`src/rtl/front_panel_ctrl.sv`:
```
// PDP-8 front-panel responder: debounced buttons -> CPU register loads, memory deposits, step/run.
// Optional examine path (btn_examine / mem_rdata / exam_data) enabled by defining PANEL_EXAMINE_EN.

module fp_btn_debounce #(
  parameter int DEBOUNCE_CYCLES = 4
) (
  input  logic clk,
  input  logic reset,
  input  logic btn_raw,
  output logic rise
);
  localparam int CW = $clog2(DEBOUNCE_CYCLES + 1);

  logic          sync1_q, sync2_q;
  logic          level_q, level_d, prev_q;
  logic [CW-1:0] cnt_q, cnt_d;

  // Level flips only after DEBOUNCE_CYCLES consecutive samples disagreeing with it.
  always_comb begin
    level_d = level_q;
    cnt_d   = '0;
    if (sync2_q != level_q) begin
      if (cnt_q == CW'(DEBOUNCE_CYCLES - 1)) level_d = sync2_q;
      else                                   cnt_d   = cnt_q + 1'b1;
    end
  end

  always_ff @(posedge clk) begin
    if (reset) begin
      sync1_q <= 1'b0;
      sync2_q <= 1'b0;
      level_q <= 1'b0;
      prev_q  <= 1'b0;
      cnt_q   <= '0;
    end else begin
      sync1_q <= btn_raw;
      sync2_q <= sync1_q;
      level_q <= level_d;
      prev_q  <= level_q;
      cnt_q   <= cnt_d;
    end
  end

  assign rise = level_q & ~prev_q;
endmodule

module front_panel_ctrl #(
  parameter int DEBOUNCE_CYCLES = 4,
  parameter int ADDR_W          = 12,
  parameter int DATA_W          = 12
) (
  input  logic              clk,
  input  logic              reset,
  input  logic              btn_load_pc,
  input  logic              btn_deposit,
  input  logic              btn_load_ac,
  input  logic              btn_step,
  input  logic [DATA_W-1:0] sw_data,
  input  logic              sw_run,
  output logic              mem_req,
  input  logic              mem_gnt,
  output logic              mem_we,
  output logic [ADDR_W-1:0] mem_addr,
  output logic [DATA_W-1:0] mem_wdata,
  output logic              pc_load,
  output logic              ac_load,
  output logic [DATA_W-1:0] ld_value,
  output logic              cpu_run,
  output logic              cpu_step,
  input  logic              cpu_instr_done,
`ifdef PANEL_EXAMINE_EN
  input  logic              btn_examine,
  input  logic [DATA_W-1:0] mem_rdata,
  output logic [DATA_W-1:0] exam_data,
`endif
  output logic [ADDR_W-1:0] panel_addr,
  output logic              busy
);
  localparam int B_LOAD_PC = 0;
  localparam int B_DEPOSIT = 1;
  localparam int B_LOAD_AC = 2;
  localparam int B_STEP    = 3;
`ifdef PANEL_EXAMINE_EN
  localparam int B_EXAMINE = 4;
  localparam int NUM_BTN   = 5;
`else
  localparam int NUM_BTN   = 4;
`endif

  typedef enum logic [2:0] {IDLE, LOAD, MEM_WAIT, STEP_WAIT, RUN} state_t;

  logic [NUM_BTN-1:0] btn_raw, btn_rise;

`ifdef PANEL_EXAMINE_EN
  assign btn_raw = {btn_examine, btn_step, btn_load_ac, btn_deposit, btn_load_pc};
`else
  assign btn_raw = {btn_step, btn_load_ac, btn_deposit, btn_load_pc};
`endif

  for (genvar g = 0; g < NUM_BTN; g++) begin : g_btn
    fp_btn_debounce #(.DEBOUNCE_CYCLES(DEBOUNCE_CYCLES)) u_db (
      .clk    (clk),
      .reset  (reset),
      .btn_raw(btn_raw[g]),
      .rise   (btn_rise[g])
    );
  end

  state_t              state_q, state_d;
  logic [ADDR_W-1:0]   pa_q, pa_d;
  logic [ADDR_W-1:0]   mem_addr_q, mem_addr_d;
  logic [DATA_W-1:0]   mem_wdata_q, mem_wdata_d;
  logic [DATA_W-1:0]   ld_value_q, ld_value_d;
  logic                ld_pc_q, ld_pc_d;
  logic                we_q, we_d;
  logic                step_q, step_d;
`ifdef PANEL_EXAMINE_EN
  logic [DATA_W-1:0]   exam_q, exam_d;
`endif

  always_ff @(posedge clk) begin
    if (reset) begin
      state_q     <= IDLE;
      pa_q        <= '0;
      mem_addr_q  <= '0;
      mem_wdata_q <= '0;
      ld_value_q  <= '0;
      ld_pc_q     <= 1'b0;
      we_q        <= 1'b0;
      step_q      <= 1'b0;
`ifdef PANEL_EXAMINE_EN
      exam_q      <= '0;
`endif
    end else begin
      state_q     <= state_d;
      pa_q        <= pa_d;
      mem_addr_q  <= mem_addr_d;
      mem_wdata_q <= mem_wdata_d;
      ld_value_q  <= ld_value_d;
      ld_pc_q     <= ld_pc_d;
      we_q        <= we_d;
      step_q      <= step_d;
`ifdef PANEL_EXAMINE_EN
      exam_q      <= exam_d;
`endif
    end
  end

  // Events are honoured only from IDLE with run off; the if/else chain sets the priority.
  always_comb begin
    state_d     = state_q;
    pa_d        = pa_q;
    mem_addr_d  = mem_addr_q;
    mem_wdata_d = mem_wdata_q;
    ld_value_d  = ld_value_q;
    ld_pc_d     = ld_pc_q;
    we_d        = we_q;
    step_d      = 1'b0;
`ifdef PANEL_EXAMINE_EN
    exam_d      = exam_q;
`endif
    case (state_q)
      IDLE: begin
        if (sw_run) begin
          state_d = RUN;
        end else if (btn_rise[B_LOAD_PC]) begin
          ld_value_d = sw_data;
          pa_d       = ADDR_W'(sw_data);
          ld_pc_d    = 1'b1;
          state_d    = LOAD;
        end else if (btn_rise[B_DEPOSIT]) begin
          mem_addr_d  = pa_q;
          mem_wdata_d = sw_data;
          we_d        = 1'b1;
          state_d     = MEM_WAIT;
`ifdef PANEL_EXAMINE_EN
        end else if (btn_rise[B_EXAMINE]) begin
          mem_addr_d = pa_q;
          we_d       = 1'b0;
          state_d    = MEM_WAIT;
`endif
        end else if (btn_rise[B_LOAD_AC]) begin
          ld_value_d = sw_data;
          ld_pc_d    = 1'b0;
          state_d    = LOAD;
        end else if (btn_rise[B_STEP]) begin
          step_d  = 1'b1;
          state_d = STEP_WAIT;
        end
      end
      LOAD: state_d = IDLE;
      MEM_WAIT: begin
        if (mem_gnt) begin
          pa_d    = pa_q + 1'b1;
          state_d = IDLE;
`ifdef PANEL_EXAMINE_EN
          if (!we_q) exam_d = mem_rdata;
`endif
        end
      end
      STEP_WAIT: if (cpu_instr_done) state_d = IDLE;
      RUN:       if (!sw_run) state_d = IDLE;
      default:   state_d = IDLE;
    endcase
  end

  always_comb begin
    mem_req  = (state_q == MEM_WAIT);
    mem_we   = (state_q == MEM_WAIT) & we_q;
    pc_load  = (state_q == LOAD) & ld_pc_q;
    ac_load  = (state_q == LOAD) & ~ld_pc_q;
    cpu_run  = (state_q == RUN);
    cpu_step = step_q;
    busy     = (state_q != IDLE);
  end

  assign mem_addr   = mem_addr_q;
  assign mem_wdata  = mem_wdata_q;
  assign ld_value   = ld_value_q;
  assign panel_addr = pa_q;
`ifdef PANEL_EXAMINE_EN
  assign exam_data  = exam_q;
`endif
endmodule
```
`config.mk`:
```
export PLATFORM = sky130hd
export DESIGN_NAME = front_panel_ctrl
export DESIGN_NICKNAME = d
export VERILOG_FILES = /design/src/rtl/front_panel_ctrl.sv
export SDC_FILE = /design/constraint.sdc
export NUM_CORES = 1
export LEC_CHECK = 0
export CAP_MARGIN = 10
export CORE_MARGIN = 10
export CORE_UTILIZATION = 50
export DETAILED_ROUTE_END_ITERATION = 12
export PLACE_DENSITY_LB_ADDON = 0.12
export SETUP_SLACK_MARGIN = 0.05
export SLEW_MARGIN = 20
export SYNTH_ARGS = -nofsm -noshare
export SYNTH_HDL_FRONTEND = slang
export SYNTH_HIERARCHICAL = 1
export SYNTH_SLANG_ARGS = --single-unit
```
`constraint.sdc`:
```
create_clock -name clk -period 2.65 [get_ports clk]
set_input_delay 0.265 -clock clk [delete_from_list [all_inputs] [get_ports clk]]
set_output_delay 0.265 -clock clk [all_outputs]
set_load 0.01 [all_outputs]
```
==> flow_results.org <==
** Synth
- Synthesis inferred slightly above 80 register bits.
- Summing the areas of all xor and xnor instances in the mapped netlist gives 1.046% of the synthesized area.
- After synthesis, the largest family of logic cells by area is simple AND/OR/NAND/NOR gates.
- Summing the areas of all compound-gate instances in the mapped netlist gives 12.48% of the synthesized area.
- Post-Synth Adder-Cell Area :: about 3.4%
- Proportion of synthesized area in mux cells :: under 10%
- Synth warn :: 6
- Fraction of registers with async set/reset :: 0%
- In the synthesized netlist the dominant register cell turns out to be sky130_fd_sc_hd__dfxtp_1.
- Summing the sequential cell areas from Yosys gives between 40 and 50% of the chip area.
- Simple-gate share of the synthesized area :: 25.19%
- The synthesized netlist contains 48 unique library cells.
- Average instance area after synthesis :: ~9 um2
- Cell Area, Synth :: ~3300 um2
- Mapped Cells :: roughly 370
- Number of synthesized flops with an enable pin :: 0
- Net count after synthesis :: a little over 400

** Cells and area
- Synthesis-to-finish area growth :: 30.19%
- Proportion of layout cells with a drive suffix above 1 :: approximately 6.4%
- Post-Layout Cell Count :: about 530
- The filler cells instantiated in the layout total 540.
- 0 antenna diodes ended up in the layout.
- After the last flow step, the layout net total stands at 477.

** Pwr
- Maximum ir drop on the vdd rail :: about 0.34 mV
- Static leakage power :: between 1.5 and 2 nW
- The completed layout was analyzed and its total power is approximately 2.4 mW.
- Pwr/cell area :: around 550 nW/um2

** Setup path
- Data on the critical path arrives at its endpoint at between 2 and 2.5 ns.
- Critical path data required time :: roughly 2.4 ns
- Element type at the critical path end :: output pin
- Of all nets on the critical path, the largest fanout is 12.
- The worst setup path is of the reg -> out kind.
- The worst setup path is launched from a flop.

** Floorplanning
- Core footprint :: 6422 um2
- Overall die width :: 101.8 um
- For this configuration, the core starts out at a cell density of 52.13%.
- Die height :: 101.8 um
- The initialized floorplan defines 29 standard-cell rows.
- 76 I/O pins were placed.
- Die Outline Area :: around 10000 um2

** Clocking
- The clock passes through at most 2 buffers.
- The number of gates resized after CTS was 0.
- Setup Fix Bufs, Post-CTS :: 0
- Register clock-pin slew on the reported worst setup and hold paths :: around 0.08 ns
- CTS built an H-tree with a depth of 3.
- Clock latency on the worst-skew pair :: roughly 0.33 ns
- TritonCTS built the clock tree.
- Buffers inserted during clock tree synthesis total 9.
- Hold-fix buffer count after cts :: 0
- The tree is rooted in a sky130_fd_sc_hd__clkbuf_8.
- Total clock sinks :: 82

** Timing
- Hold is met by between 0.4 and 0.5 ns.
- The final number of hold-violating endpoints came to 0.
- Worst-case clock skew :: roughly 0.0074 ns
- Part of the cycle the worst path needs :: approximately nine tenths
- RSZ-0062 raised after global routing :: false
- Max Transition Viols Final :: 0
- Max frequency :: around 420 MHz
- The clock period could shrink to approximately 2.4 ns.
- Slew at the pin closest to its max-slew limit :: between 0.6 and 0.7 ns
- Total of endpoints with negative setup slack in the final report :: 0
- Setup slack closes at roughly 0.28 ns.
- Setup total negative slack on the finished layout was measured at 0 ns.
- The worst pin sits at a relative slew slack of a little under three fifths.

** Hold path
- The worst hold path belongs to the class reg -> reg.

** Drt
- Total number of vias :: 2901
- The detail route stage leaves a number of antenna-violating nets equal to 0.
- Residual DRC count :: 0
- First-pass detailed-route iteration total :: 5
- Using the TritonRoute via totals, the vias-per-cell ratio works out to between 5 and 6.
- Final wirelength :: 8.270 mm
- Dividing the detail-routed wire length by the instance count gives between 15 and 20 um.
- Iteration-0 DRC count of the detailed router :: about 170

** Placement
- Worst setup slack before clock tree synthesis :: approximately 0.45 ns
- Routability-driven placement finished with a final weighted congestion of around 0.84.
- Detail Placement HPWL :: 5.983 mm
- During placement, the flow inserted port buffers numbering 75.
- Cell count after placement :: between 500 and 600

** Global routing
- Wire length of the first global-routing pass :: about 13 mm
- Initial antenna violation count :: 0
- Summed over all layers, the global routing overflow is 0.
- Maximum number of pins on one net before global-route repair :: 34
- Number of global-route vias before repair :: about 2.7k
- Total routing resource utilization after global routing :: between 15 and 20%

** Outcome
- The flow ran to the end, and the final reports show no timing, DRC or antenna violations.

** Flow run
- Max-cap violations in this run came to 0.
## stage by stage
stage                     instance area [um2]  util [%]
after floorplan                          3348         -
after global placement                   4164     64.84
after detailed placement                 4164     64.84
after global routing                     4359     67.87
after CTS                                4359     67.87
final                                    4359     67.87
## power breakdown
group	internal [mW]	switching, mW
clock network	0.459	0.430
logic	0.102	0.110
registers	1.25	0.0293
## cell families after synthesis
logic type      Yosys count
xor+xnor                  4
compound gates           69
flops                    82
simple gates            161
fa+ha+maj                 9
mux                      17
buf+inv                  31
## cell usage after synthesis, types with 2 or more instances
cell	number	area (um2)
sky130_fd_sc_hd__nor4b_1	2	17.52
sky130_fd_sc_hd__nor4_1	12	75.07
sky130_fd_sc_hd__ha_1	9	112.6
sky130_fd_sc_hd__xnor2_1	4	35.03
sky130_fd_sc_hd__nor2b_1	18	112.6
sky130_fd_sc_hd__nor4b_2	4	60.06
sky130_fd_sc_hd__a21oi_1	36	180.2
sky130_fd_sc_hd__mux2i_1	17	170.2
sky130_fd_sc_hd__nand3b_1	2	15.01
sky130_fd_sc_hd__nand4_1	4	25.02
sky130_fd_sc_hd__clkbuf_1	16	60.06
sky130_fd_sc_hd__o32ai_1	3	26.28
sky130_fd_sc_hd__o31a_1	4	35.03
sky130_fd_sc_hd__nand2b_1	3	18.77
sky130_fd_sc_hd__or3b_1	2	17.52
sky130_fd_sc_hd__nand2_1	60	225.2
sky130_fd_sc_hd__a311oi_1	2	17.52
sky130_fd_sc_hd__nor3b_1	2	15.01
sky130_fd_sc_hd__a211oi_1	2	15.01
sky130_fd_sc_hd__nand3_1	3	15.01
sky130_fd_sc_hd__and2_1	5	31.28
sky130_fd_sc_hd__dfxtp_1	82	1642
sky130_fd_sc_hd__nor3_1	5	25.02
sky130_fd_sc_hd__buf_2	3	15.01
sky130_fd_sc_hd__inv_1	10	37.54
sky130_fd_sc_hd__and3_1	3	18.77
sky130_fd_sc_hd__nor2_1	28	105.1
sky130_fd_sc_hd__or3_1	2	12.51
sky130_fd_sc_hd__o21ai_0	11	55.05
## layout make-up
class                   instances  area, um2  area share (%)
clock buffers                  11      141.4           3.243
clock inverters                 5      53.80           1.234
inverters                      11      41.29          0.9472
multi-input cells             260       1579           36.22
flip-flops and latches         82       1642           37.66
well taps                      77      96.34           2.210
repair buffers                 83      805.8           18.48
## critical path, cell delays in order, from the launching register on
cell and delay [ns]:
sky130_fd_sc_hd__dfxtp_1 0.59, sky130_fd_sc_hd__or3b_1 0.20, sky130_fd_sc_hd__clkinv_1 0.25, sky130_fd_sc_hd__and2_1 0.26, sky130_fd_sc_hd__clkdlybuf4s50_1 0.47
## routing by layer
metal	vias to the layer above	share of wire (%)	GRT usage, %
li1	1460	-	-
met1	1352	46	20.71
met2	85	44	23.61
met3	4	9.2	6.545
met4	0	0.52	4.772
met5	-	0	0
## registers in the layout, summed over array words and instances (netlist names), 3 cells and up
name	count
g_btn.u_db/level_q	4
g_btn.u_db/cnt_q	12
mem_addr	12
g_btn.u_db/sync2_q	4
g_btn.u_db/sync1_q	4
mem_wdata	12
g_btn.u_db/prev_q	4
state_q	3
ld_value	12
panel_addr	12
## path summary, 6_finish.rpt
path              slack, ns              startpoint                      to  cells past startpoint
setup / recovery       0.28              state_q[0]                  mem_we                      4
hold / removal         0.43  g_btn[0].u_db/cnt_q[0]  g_btn[0].u_db/cnt_q[0]                      1
setup reg to reg       0.56   g_btn[0].u_db/level_q           panel_addr[0]                      6
hold reg to reg        0.43  g_btn[0].u_db/cnt_q[0]  g_btn[0].u_db/cnt_q[0]                      1
## placed cells by master, fill, tap and decap left out, types with 2 or more instances in the layout
cell type	count
sky130_fd_sc_hd__nand4_1	4
sky130_fd_sc_hd__o32ai_1	3
sky130_fd_sc_hd__o21ai_0	11
sky130_fd_sc_hd__nor4b_2	4
sky130_fd_sc_hd__nor2_1	28
sky130_fd_sc_hd__inv_1	10
sky130_fd_sc_hd__nand2_1	60
sky130_fd_sc_hd__xnor2_1	4
sky130_fd_sc_hd__nor4b_1	2
sky130_fd_sc_hd__a21oi_1	36
sky130_fd_sc_hd__nor4_1	12
sky130_fd_sc_hd__a311oi_1	2
sky130_fd_sc_hd__nor3_1	5
sky130_fd_sc_hd__nand2b_1	3
sky130_fd_sc_hd__a211oi_1	2
sky130_fd_sc_hd__clkinv_2	3
sky130_fd_sc_hd__mux2i_1	17
sky130_fd_sc_hd__clkdlybuf4s50_1	74
sky130_fd_sc_hd__nor2b_1	18
sky130_fd_sc_hd__nand3b_1	2
sky130_fd_sc_hd__clkbuf_8	10
sky130_fd_sc_hd__and3_1	3
sky130_fd_sc_hd__and2_1	5
sky130_fd_sc_hd__buf_4	8
sky130_fd_sc_hd__dfxtp_1	82
sky130_fd_sc_hd__nand3_1	3
sky130_fd_sc_hd__or3_1	2
sky130_fd_sc_hd__nor3b_1	2
sky130_fd_sc_hd__o31a_1	4
sky130_fd_sc_hd__or3b_1	2
sky130_fd_sc_hd__ha_1	9
Note: power is estimated with default switching activity, not from simulation.
